### src/rtl/i2c_reg_table_seq.sv
// Register-table sequencer: walks a ROM of write / delay / read-verify / end
// entries, drives a one-shot I2C transaction engine, retries failures, then releases.
module i2c_reg_table_seq #(
  parameter logic [7:0] SLAVE_ADDR  = 8'h1C,
  parameter int         REG_W       = 16,
  parameter int         DATA_W      = 16,
  parameter int         IDX_W       = 6,
  parameter int         SCAL        = 20,
  parameter int         MAX_RETRY   = 3,
  parameter int         RETRY_GAP   = 100,
  parameter int         RELEASE_DLY = 1000
) (
  input  logic                      CLK_400K,
  input  logic                      RESET_N,
  input  logic                      START,
  output logic [IDX_W-1:0]          TBL_IDX,
  input  logic [2+REG_W+DATA_W-1:0] TBL_ENTRY,
  output logic                      M_GO,
  output logic                      M_RW,
  output logic [7:0]                M_SLAVE_ADDR,
  output logic [REG_W-1:0]          M_REG,
  output logic [DATA_W-1:0]         M_WDATA,
  input  logic                      M_DONE,
  input  logic                      M_ACK_OK,
  input  logic [DATA_W-1:0]         M_RDATA,
  output logic                      BUSY,
  output logic                      CONFIG_RELEASE,
  output logic                      ERROR,
  output logic [IDX_W-1:0]          ERR_IDX,
  output logic [DATA_W-1:0]         LAST_RDATA,
  output logic [7:0]                RETRY_CNT
);

  localparam logic [1:0] OP_WR  = 2'b00;
  localparam logic [1:0] OP_DLY = 2'b01;
  localparam logic [1:0] OP_RD  = 2'b10;

  typedef enum logic [3:0] {
    S_IDLE, S_FETCH, S_DECODE, S_ISSUE, S_WAIT, S_DELAY,
    S_GAP, S_NEXT, S_RELWAIT, S_DONE, S_FAIL
  } state_t;

  state_t              state_q, state_d;
  logic [IDX_W-1:0]    idx_q, idx_d;
  logic                rw_q, rw_d;
  logic [7:0]          addr_q, addr_d;
  logic [REG_W-1:0]    reg_q, reg_d;
  logic [DATA_W-1:0]   wdata_q, wdata_d;
  logic [31:0]         cnt_q, cnt_d;
  logic [7:0]          retry_q, retry_d;
  logic [7:0]          rcnt_q, rcnt_d;
  logic                rel_q, rel_d;
  logic                err_q, err_d;
  logic [IDX_W-1:0]    err_idx_q, err_idx_d;
  logic [DATA_W-1:0]   rdata_q, rdata_d;

  logic [1:0]          ent_op;
  logic [REG_W-1:0]    ent_reg;
  logic [DATA_W-1:0]   ent_data;
  logic                xfer_ok;

  assign ent_op   = TBL_ENTRY[REG_W+DATA_W +: 2];
  assign ent_reg  = TBL_ENTRY[DATA_W +: REG_W];
  assign ent_data = TBL_ENTRY[DATA_W-1:0];
  // A read passes only when the returned data matches the expected DATA field
  assign xfer_ok  = M_ACK_OK && (!rw_q || (M_RDATA == wdata_q));

  always_comb begin
    state_d   = state_q;
    idx_d     = idx_q;
    rw_d      = rw_q;
    addr_d    = addr_q;
    reg_d     = reg_q;
    wdata_d   = wdata_q;
    cnt_d     = cnt_q;
    retry_d   = retry_q;
    rcnt_d    = rcnt_q;
    rel_d     = rel_q;
    err_d     = err_q;
    err_idx_d = err_idx_q;
    rdata_d   = rdata_q;
    case (state_q)
      S_IDLE, S_DONE, S_FAIL: begin
        if (START) begin
          state_d   = S_FETCH;
          idx_d     = '0;
          rcnt_d    = '0;
          retry_d   = '0;
          err_d     = 1'b0;
          err_idx_d = '0;
          rel_d     = 1'b0;
        end
      end
      S_FETCH: state_d = S_DECODE;
      S_DECODE: begin
        addr_d  = SLAVE_ADDR;
        reg_d   = ent_reg;
        wdata_d = ent_data;
        case (ent_op)
          OP_WR:  begin rw_d = 1'b0; state_d = S_ISSUE; end
          OP_RD:  begin rw_d = 1'b1; state_d = S_ISSUE; end
          OP_DLY: begin cnt_d = 32'(ent_data) * 32'(SCAL); state_d = S_DELAY; end
          default: begin cnt_d = '0; state_d = S_RELWAIT; end
        endcase
      end
      S_ISSUE: state_d = S_WAIT;
      S_WAIT: begin
        if (M_DONE) begin
          if (rw_q) rdata_d = M_RDATA;
          if (xfer_ok) begin
            state_d = S_NEXT;
          end else if (retry_q < 8'(MAX_RETRY)) begin
            retry_d = retry_q + 8'd1;
            rcnt_d  = (rcnt_q != 8'hFF) ? rcnt_q + 8'd1 : rcnt_q;
            cnt_d   = '0;
            state_d = S_GAP;
          end else begin
            err_d     = 1'b1;
            err_idx_d = idx_q;
            state_d   = S_FAIL;
          end
        end
      end
      S_GAP: begin
        if (cnt_q + 32'd1 >= 32'(RETRY_GAP)) state_d = S_ISSUE;
        else cnt_d = cnt_q + 32'd1;
      end
      // Down-counter; a zero-length delay still spends one cycle here
      S_DELAY: begin
        if (cnt_q <= 32'd1) begin
          cnt_d   = '0;
          state_d = S_NEXT;
        end else begin
          cnt_d = cnt_q - 32'd1;
        end
      end
      S_NEXT: begin
        retry_d = '0;
        if (&idx_q) begin
          cnt_d   = '0;
          state_d = S_RELWAIT;
        end else begin
          idx_d   = idx_q + IDX_W'(1);
          state_d = S_FETCH;
        end
      end
      S_RELWAIT: begin
        if (cnt_q + 32'd1 >= 32'(RELEASE_DLY)) begin
          rel_d   = 1'b1;
          state_d = S_DONE;
        end else begin
          cnt_d = cnt_q + 32'd1;
        end
      end
      default: state_d = S_IDLE;
    endcase
  end

  always_ff @(posedge CLK_400K or negedge RESET_N) begin
    if (!RESET_N) begin
      state_q   <= S_IDLE;
      idx_q     <= '0;
      rw_q      <= 1'b0;
      addr_q    <= '0;
      reg_q     <= '0;
      wdata_q   <= '0;
      cnt_q     <= '0;
      retry_q   <= '0;
      rcnt_q    <= '0;
      rel_q     <= 1'b0;
      err_q     <= 1'b0;
      err_idx_q <= '0;
      rdata_q   <= '0;
    end else begin
      state_q   <= state_d;
      idx_q     <= idx_d;
      rw_q      <= rw_d;
      addr_q    <= addr_d;
      reg_q     <= reg_d;
      wdata_q   <= wdata_d;
      cnt_q     <= cnt_d;
      retry_q   <= retry_d;
      rcnt_q    <= rcnt_d;
      rel_q     <= rel_d;
      err_q     <= err_d;
      err_idx_q <= err_idx_d;
      rdata_q   <= rdata_d;
    end
  end

  assign TBL_IDX        = idx_q;
  assign M_GO           = (state_q == S_ISSUE);
  assign M_RW           = rw_q;
  assign M_SLAVE_ADDR   = addr_q;
  assign M_REG          = reg_q;
  assign M_WDATA        = wdata_q;
  assign BUSY           = !(state_q == S_IDLE || state_q == S_DONE || state_q == S_FAIL);
  assign CONFIG_RELEASE = rel_q;
  assign ERROR          = err_q;
  assign ERR_IDX        = err_idx_q;
  assign LAST_RDATA     = rdata_q;
  assign RETRY_CNT      = rcnt_q;

endmodule

### config.mk
export PLATFORM = sky130hd
export DESIGN_NAME = i2c_reg_table_seq
export DESIGN_NICKNAME = d
export VERILOG_FILES = /design/src/rtl/i2c_reg_table_seq.sv
export SDC_FILE = /design/constraint.sdc
export NUM_CORES = 1
export LEC_CHECK = 0
export BUFFER_PORTS_ARGS = -buffer_cell sky130_fd_sc_hd__buf_2
export CORE_MARGIN = 2
export CORE_UTILIZATION = 25
export DETAILED_ROUTE_END_ITERATION = 7
export GPL_ROUTABILITY_DRIVEN = 0
export GPL_TIMING_DRIVEN = 0
export PLACE_DENSITY = 0.48
export SLEW_MARGIN = 40
export SYNTH_ARGS = -nofsm -noshare
export SYNTH_HDL_FRONTEND = slang
export SYNTH_SLANG_ARGS = --single-unit
### constraint.sdc
create_clock -name CLK_400K -period 6.1 [get_ports CLK_400K]
set_input_delay 0.61 -clock CLK_400K [delete_from_list [all_inputs] [get_ports CLK_400K]]
set_output_delay 0.61 -clock CLK_400K [all_outputs]
set_load 0.01 [all_outputs]
==> results of run 1 <==
==> kinds of logic after synthesis <==
kind of cell    after synthesis  share of synthesized area
simple gates                309                      0.212
compound gates              212                      0.181
flops                       116                      0.366
buf+inv                      75                     0.0428
mux                          64                     0.0908
xor+xnor                     46                     0.0508
fa+ha+maj                    35                     0.0562
other cells                   1                   0.000473
==> power groups by stage <==
stage | Sequential, mW | Clock, mW | Combinational, mW
4_1_cts | 1.27 | 1.06 | 2.28
2_1_floorplan | 1.32 | 0 | 1.44
6_report | 1.27 | 1.03 | 2.29
3_3_place_gp | 1.28 | 0 | 2.25
3_5_place_dp | 1.28 | 0 | 2.27
5_1_grt | 1.31 | 1.09 | 2.51
==> cell usage after synthesis, drive strengths merged, types with 11 or more instances <==
| cell type | number | area share |
|---|---|---|
| ha | 34 | 0.054 |
| nand2 | 53 | 0.025 |
| nor4 | 21 | 0.023 |
| clkbuf | 34 | 0.016 |
| nand4 | 18 | 0.017 |
| a31oi | 16 | 0.013 |
| nor2 | 77 | 0.038 |
| a21oi | 43 | 0.028 |
| xor2 | 36 | 0.040 |
| inv | 19 | 0.0090 |
| dfrtp | 116 | 0.37 |
| or3 | 11 | 0.0093 |
| o21ai | 43 | 0.027 |
| nand3 | 36 | 0.024 |
| buf | 22 | 0.018 |
| and3 | 16 | 0.013 |
| mux2 | 60 | 0.086 |
| nor3 | 28 | 0.020 |
==> metal layers <==
metal,up-vias,GRT usage,wire [um]
li1,3508,-,-
met1,3404,0.207,11800
met2,219,0.239,11100
met3,21,0.0395,1580
met4,0,0.0352,266
met5,-,0,0
==> layout make-up <==
type	count	area [um^2]
repair buffers	132	708
fillers	3319	21600
well taps	402	503
clock inverters	8	126
flip-flops and latches	116	2900
clock buffers	23	468
multi-input cells	671	4730
plain buffers	56	268
inverters	19	71.3
==> worst reg2reg max path: stages (launching register included) <==
cell     delay, ps
dfrtp_1        550
ha_1           210
buf_2          190
nand3_1        280
nor4_4         640
nand4_1        180
a21oi_1        190
o22ai_1        170
nor4_2         440
a21oi_2        280
nor2_4         370
buf_2          340
a31oi_1        130
==> registers in the layout, indices dropped and copies added (netlist names) <==
signal and flops:
cnt_q 32, LAST_RDATA 16, M_REG 16, M_WDATA 16, RETRY_CNT 8, retry_q 8, ERR_IDX 6, TBL_IDX 6
state_q 4, CONFIG_RELEASE 1, ERROR 1, M_RW 1, M_SLAVE_ADDR 1
==> metrics by stage <==
stage	util	hold slack (ps)	area, um^2	cells
after floorplan	-	314	7940	862
after global placement	0.290	462	9090	1394
after detailed placement	0.292	472	9170	1396
after CTS	0.311	43.5	9760	1427
after global routing	0.312	47.2	9780	1427
final	0.312	49.7	9780	1427
==> worst max-delay path by stage <==
stage | start | endpoint | depth (start not counted)
after detailed placement | cnt_q[0] | cnt_q[26] | 12
after CTS | cnt_q[0] | cnt_q[26] | 12
after global routing | cnt_q[0] | cnt_q[26] | 12
after global placement | M_RDATA[15] | cnt_q[19] | 12
final | cnt_q[0] | cnt_q[26] | 12
after floorplan | cnt_q[0] | state_q[1] | 10
==> out/metrics.cfg, run 1 <==
[grt]
antenna_found_initial=0
grt_pass1_wl_um=39700
grt.overflow.total=0
grt_max_degree=47
track_usage=0.151
grt_pass1_vias=7062

[critical_path]
reg2reg_from=cnt_q[0]
crit_arrival_ps=4380
crit_top_cell=buf_2
cp_cell_sequence=ha_1 -> buf_2 -> nand3_1 -> nor4_4 -> nand4_1 -> a21oi_1 -> o22ai_1 -> nor4_2 -> a21oi_2 -> nor2_4 -> buf_2 -> a31oi_1
cp-start-kind=flop
path_delay_family=simple AND/OR/NAND/NOR gates
worstSetupEndpointType=flop
crit_type=flop to flop
worstPathMaxFanout=10
cpPeakStageDelay_ps=640
crit_required_ps=6380
reg2reg_to=cnt_q[26]
cpMaxStageDelayCell=nor4_4
r2r_cells=12
rrSetupSlack_ps=2000
path_buf_inv=2

[cts]
htreeDepth=4
cts_buffers=17
clkTransAtPathRegs_ps=50
hold_buffers=0
worstSkewPairLatency_ps=420
cts_setup_buffers=0
root_buffer=clkbuf_16
post_cts_resized=0
cts.sinks=116
cts_tree=yes
cts.path.max_buffers=2

[power]
power_switching_mw=2.00
seqPwrFrac=0.277
comb_power_share=0.499
fin_total_pwr_mw=4.59
swShare=0.436
power.internal_mw=2.59
peakVddDrop_mv=0.238
p_leak_nw=4.34
power_density_nw_per_um2=469
clkPwrFrac=0.224

[die]
row_count=65
die_w_um=182
core_area_um2=31400
start_util=0.252
ios=136
die_height_um=182
die_area_um2=33100

[synth]
synth_seq_cells=116
synth_cell_type_count=87
async_flop_share=1.00
synthFlopType=dfrtp_1
yosysSeqAreaShare=0.366
avgSynthCellArea_um2=9.24
synth-edff-count=0
synth_area_um2=7930
yosysWarnings=0
syn_inst=858

[timing]
tightest_slew_ps=744
setup_viol=0
fin_setup_tns_ps=0
skew_ps=13.3
slew_violations=0
fin_crit_sh=0.673
rsz0062_at_grt=no
hold_violations=0
fmax_mhz=244
worst_slack_ps=2000
layout_min_cycle_time_ps=4100
worst_slew_margin_rel=0.500

[drt]
drc_errors=0
ant_nets=0
routedWlPerCell_um=17.4
dr.pass1.iters=5
routed_via_density=5.01
drt_wl_total_um=24800
vias=7152
first_iter_violations=444

[layout]
final_cell_mix=139 x buf_2, 116 x dfrtp_1, 74 x nor2_1
area_delta_synth_final_pct=23.4
layout_commonest_cell=buf_2
diodes=0
drive_above_1_share=0.254
final_nets=1103

[placement]
post-dp-hpwl_um=18600
io_buffers=130
dp_slack_ps=2050

[worst_hold_path]
hp-class=primary input to asynchronous set/reset pin

[outcome]
status=complete, no violations

[job]
maxCapViolations=0

Note: power is estimated with default switching activity, not from simulation.
==> inputs of run 2 (changes only) <==
- ABC_AREA: unset -> 1
- clock period: 6.1 -> 3.88 ns (I/O delays scaled with it)
==> out/metrics.cfg, run 2 <==
[grt]
grt_pass1_wl_um=42500  ; +7.1%
track_usage=0.151  ; +0.000165
antenna_found_initial=0  ; unchanged
grt.overflow.total=0  ; unchanged
grt_max_degree=44  ; -6.4%
grt_pass1_vias=7822  ; +11%

[critical_path]
worstSetupEndpointType=flop
crit_arrival_ps=3640  ; -740 ps
crit_required_ps=4190  ; -2190 ps
worstPathMaxFanout=9  ; -1
cp-start-kind=flop
crit_type=flop to flop

[synth]
yosys-top-cells-count=409 x nand2_1, 140 x nor2_1, 116 x dfrtp_1
synth_area_um2=8320  ; +4.9%
synth-edff-count=0  ; unchanged
async_flop_share=1.00  ; unchanged
synthFlopType=dfrtp_1
synth_cell_type_count=45  ; -48%
avgSynthCellArea_um2=6.90  ; -25%
syn_inst=1206  ; +41%
yosys.area.top_type_share=0.349  ; -0.0172
synth_seq_cells=116  ; unchanged
synth.most_common_cell=nand2_1
synth_area_leaders=dfrtp_1 35%, nand2_1 18%, nor2_1 6.3%
yosysSeqAreaShare=0.349  ; -0.0172
yosysWarnings=0  ; unchanged
synth.largest_area_cell=dfrtp_1

[layout]
final_nets=1452  ; +32%
layout_commonest_cell=nand2_1
finish.instance_area_um2=10200  ; +4.6%
diodes=0  ; unchanged
area_delta_synth_final_pct=23.0
largest_register=cnt_q
final_cell_mix=409 x nand2_1, 147 x buf_2, 140 x nor2_1
drive_above_1_share=0.170  ; -0.0835
largest_register_ffs=32  ; unchanged

[drt]
dr.pass1.iters=5  ; unchanged
vias=8211  ; +15%
drt_wl_total_um=25900  ; +4.7%
routed_via_density=4.52  ; -9.8%
first_iter_violations=609  ; +37%
drc_errors=0  ; unchanged
ant_nets=0  ; unchanged
routedWlPerCell_um=14.3  ; -18%

[die]
row_count=66  ; +1.5%
core_area_um2=32600  ; +3.9%
die_w_um=186  ; +2.4%
die_area_um2=34700  ; +4.8%
die_height_um=186  ; +2.4%
ios=136  ; unchanged
start_util=0.255  ; +0.00251

[cts]
hold_buffers=1  ; +1
cts.path.max_buffers=2  ; unchanged
cts_setup_buffers=0  ; unchanged
root_buffer=clkbuf_16
cts_buffers=17  ; unchanged
post_cts_resized=0  ; unchanged
worstSkewPairLatency_ps=430  ; about the same
htreeDepth=4  ; unchanged
cts.sinks=116  ; unchanged
clkTransAtPathRegs_ps=70  ; +20 ps
cts_tree=yes

[timing]
rsz0062_at_grt=no
layout_min_cycle_time_ps=3330  ; -776 ps
setup_viol=0  ; unchanged
hold_violations=0  ; unchanged
slew_violations=0  ; unchanged
fmax_mhz=301  ; +23%
fin_setup_tns_ps=0  ; unchanged
fin_crit_sh=0.858  ; +0.185
skew_ps=14.4  ; +1.06 ps
worst_slack_ps=552  ; -1440 ps
worst_slew_margin_rel=0.551  ; +0.0507
tightest_slew_ps=673  ; -70.4 ps

[job]
maxCapViolations=0  ; unchanged

[power]
peakVddDrop_mv=0.271  ; +14%
seqPwrFrac=0.264  ; -0.013
power.internal_mw=3.95  ; +53%
clkPwrFrac=0.230  ; +0.006
power_density_nw_per_um2=721  ; +54%
power_switching_mw=3.43  ; +71%
comb_power_share=0.506  ; +0.007
swShare=0.465  ; +0.0284
p_leak_nw=5.28  ; +22%

[worst_hold_path]
hp-class=primary input to flop

[outcome]
status=complete, no violations

[placement]
placedInstanceArea_um2=9600  ; +4.7%
dp_slack_ps=648  ; -1400 ps
io_buffers=130  ; unchanged
post-dp-hpwl_um=20300  ; +9.4%

run 2: cell types whose count changed after synthesis, sizes merged, moves of 20 or more:
cell   previous run  this run
nand2            53       416
inv              19       115
nor2             77       151
mux2             60        14
nand3            36        72
nand4            18        45
nor3             28         8
run 2: final cells by class:
class | instances | area [um^2]
Fill cell | 3567 | 22400
Multi-Input combinational cell | 928 | 4730
Sequential cell | 116 | 2900
Timing Repair Buffer | 133 | 726
Tap cell | 442 | 553
Clock buffer | 19 | 443
Inverter | 118 | 443
Buffer | 48 | 258
Clock inverter | 13 | 175
run 2: power by group through the flow:
stage               clock, mW  combinational (mW)  sequential [mW]
global placement            0                3.72             1.95
global route             1.79                4.24             2.01
CTS                      1.73                3.77             1.95
floorplan                   0                2.47             2.03
detailed placement          0                3.75             1.96
finish                   1.70                3.73             1.94
run 2: worst paths after layout:
check,start,endpoint,slack [ps],cells after the start
setup / recovery,cnt_q[0],cnt_q[20],550,11
hold / removal,TBL_ENTRY[30],M_REG[14],160,3
setup reg to reg,cnt_q[0],cnt_q[20],550,11
hold reg to reg,retry_q[5],retry_q[5],460,2
max in group asynchronous,RESET_N,M_WDATA[2],2900,3
min in group asynchronous,RESET_N,RETRY_CNT[2],430,2
run 2: metrics by stage:
stage	total power, mW	std cells	hold WS (ps)	util
2_1_floorplan	4.50	1210	92.4	-
3_3_place_gp	5.67	1782	447	0.292
3_5_place_dp	5.71	1784	285	0.294
4_1_cts	7.45	1817	153	0.314
5_1_grt	8.05	1817	160	0.314
6_report	7.38	1817	164	0.314
run 2: cells by family after synthesis:
family                   count (synthesis)  share of synthesized area
AO/OA/AOI/OAI                          122                     0.0872
adder cells (fa/ha/maj)                 35                     0.0536
flip-flops                             116                      0.349
XOR/XNOR                                45                     0.0474
buffers and inverters                  166                     0.0842
other                                    1                   0.000451
AND/OR/NAND/NOR                        707                      0.359
multiplexers                            14                     0.0190
run 2: worst max-delay path, stage by stage (launching register included):
cell      delay, ps
dfrtp_1         490
inv_1           210
ha_1            220
nand2_1         150
nor2_1          440
o211ai_1        220
nand2_2         180
clkinv_1        410
a21boi_0        490
o21ai_0         170
nand4_1         170
nand2_1          70
run 2: metal layers:
layer  track usage  vias to the layer above  wire length, um
met5             0                        -                0
met4        0.0391                        0              293
met3        0.0261                       28             1460
met2         0.239                      224            11600
met1         0.213                     3752            12600
li1              -                     4207                -
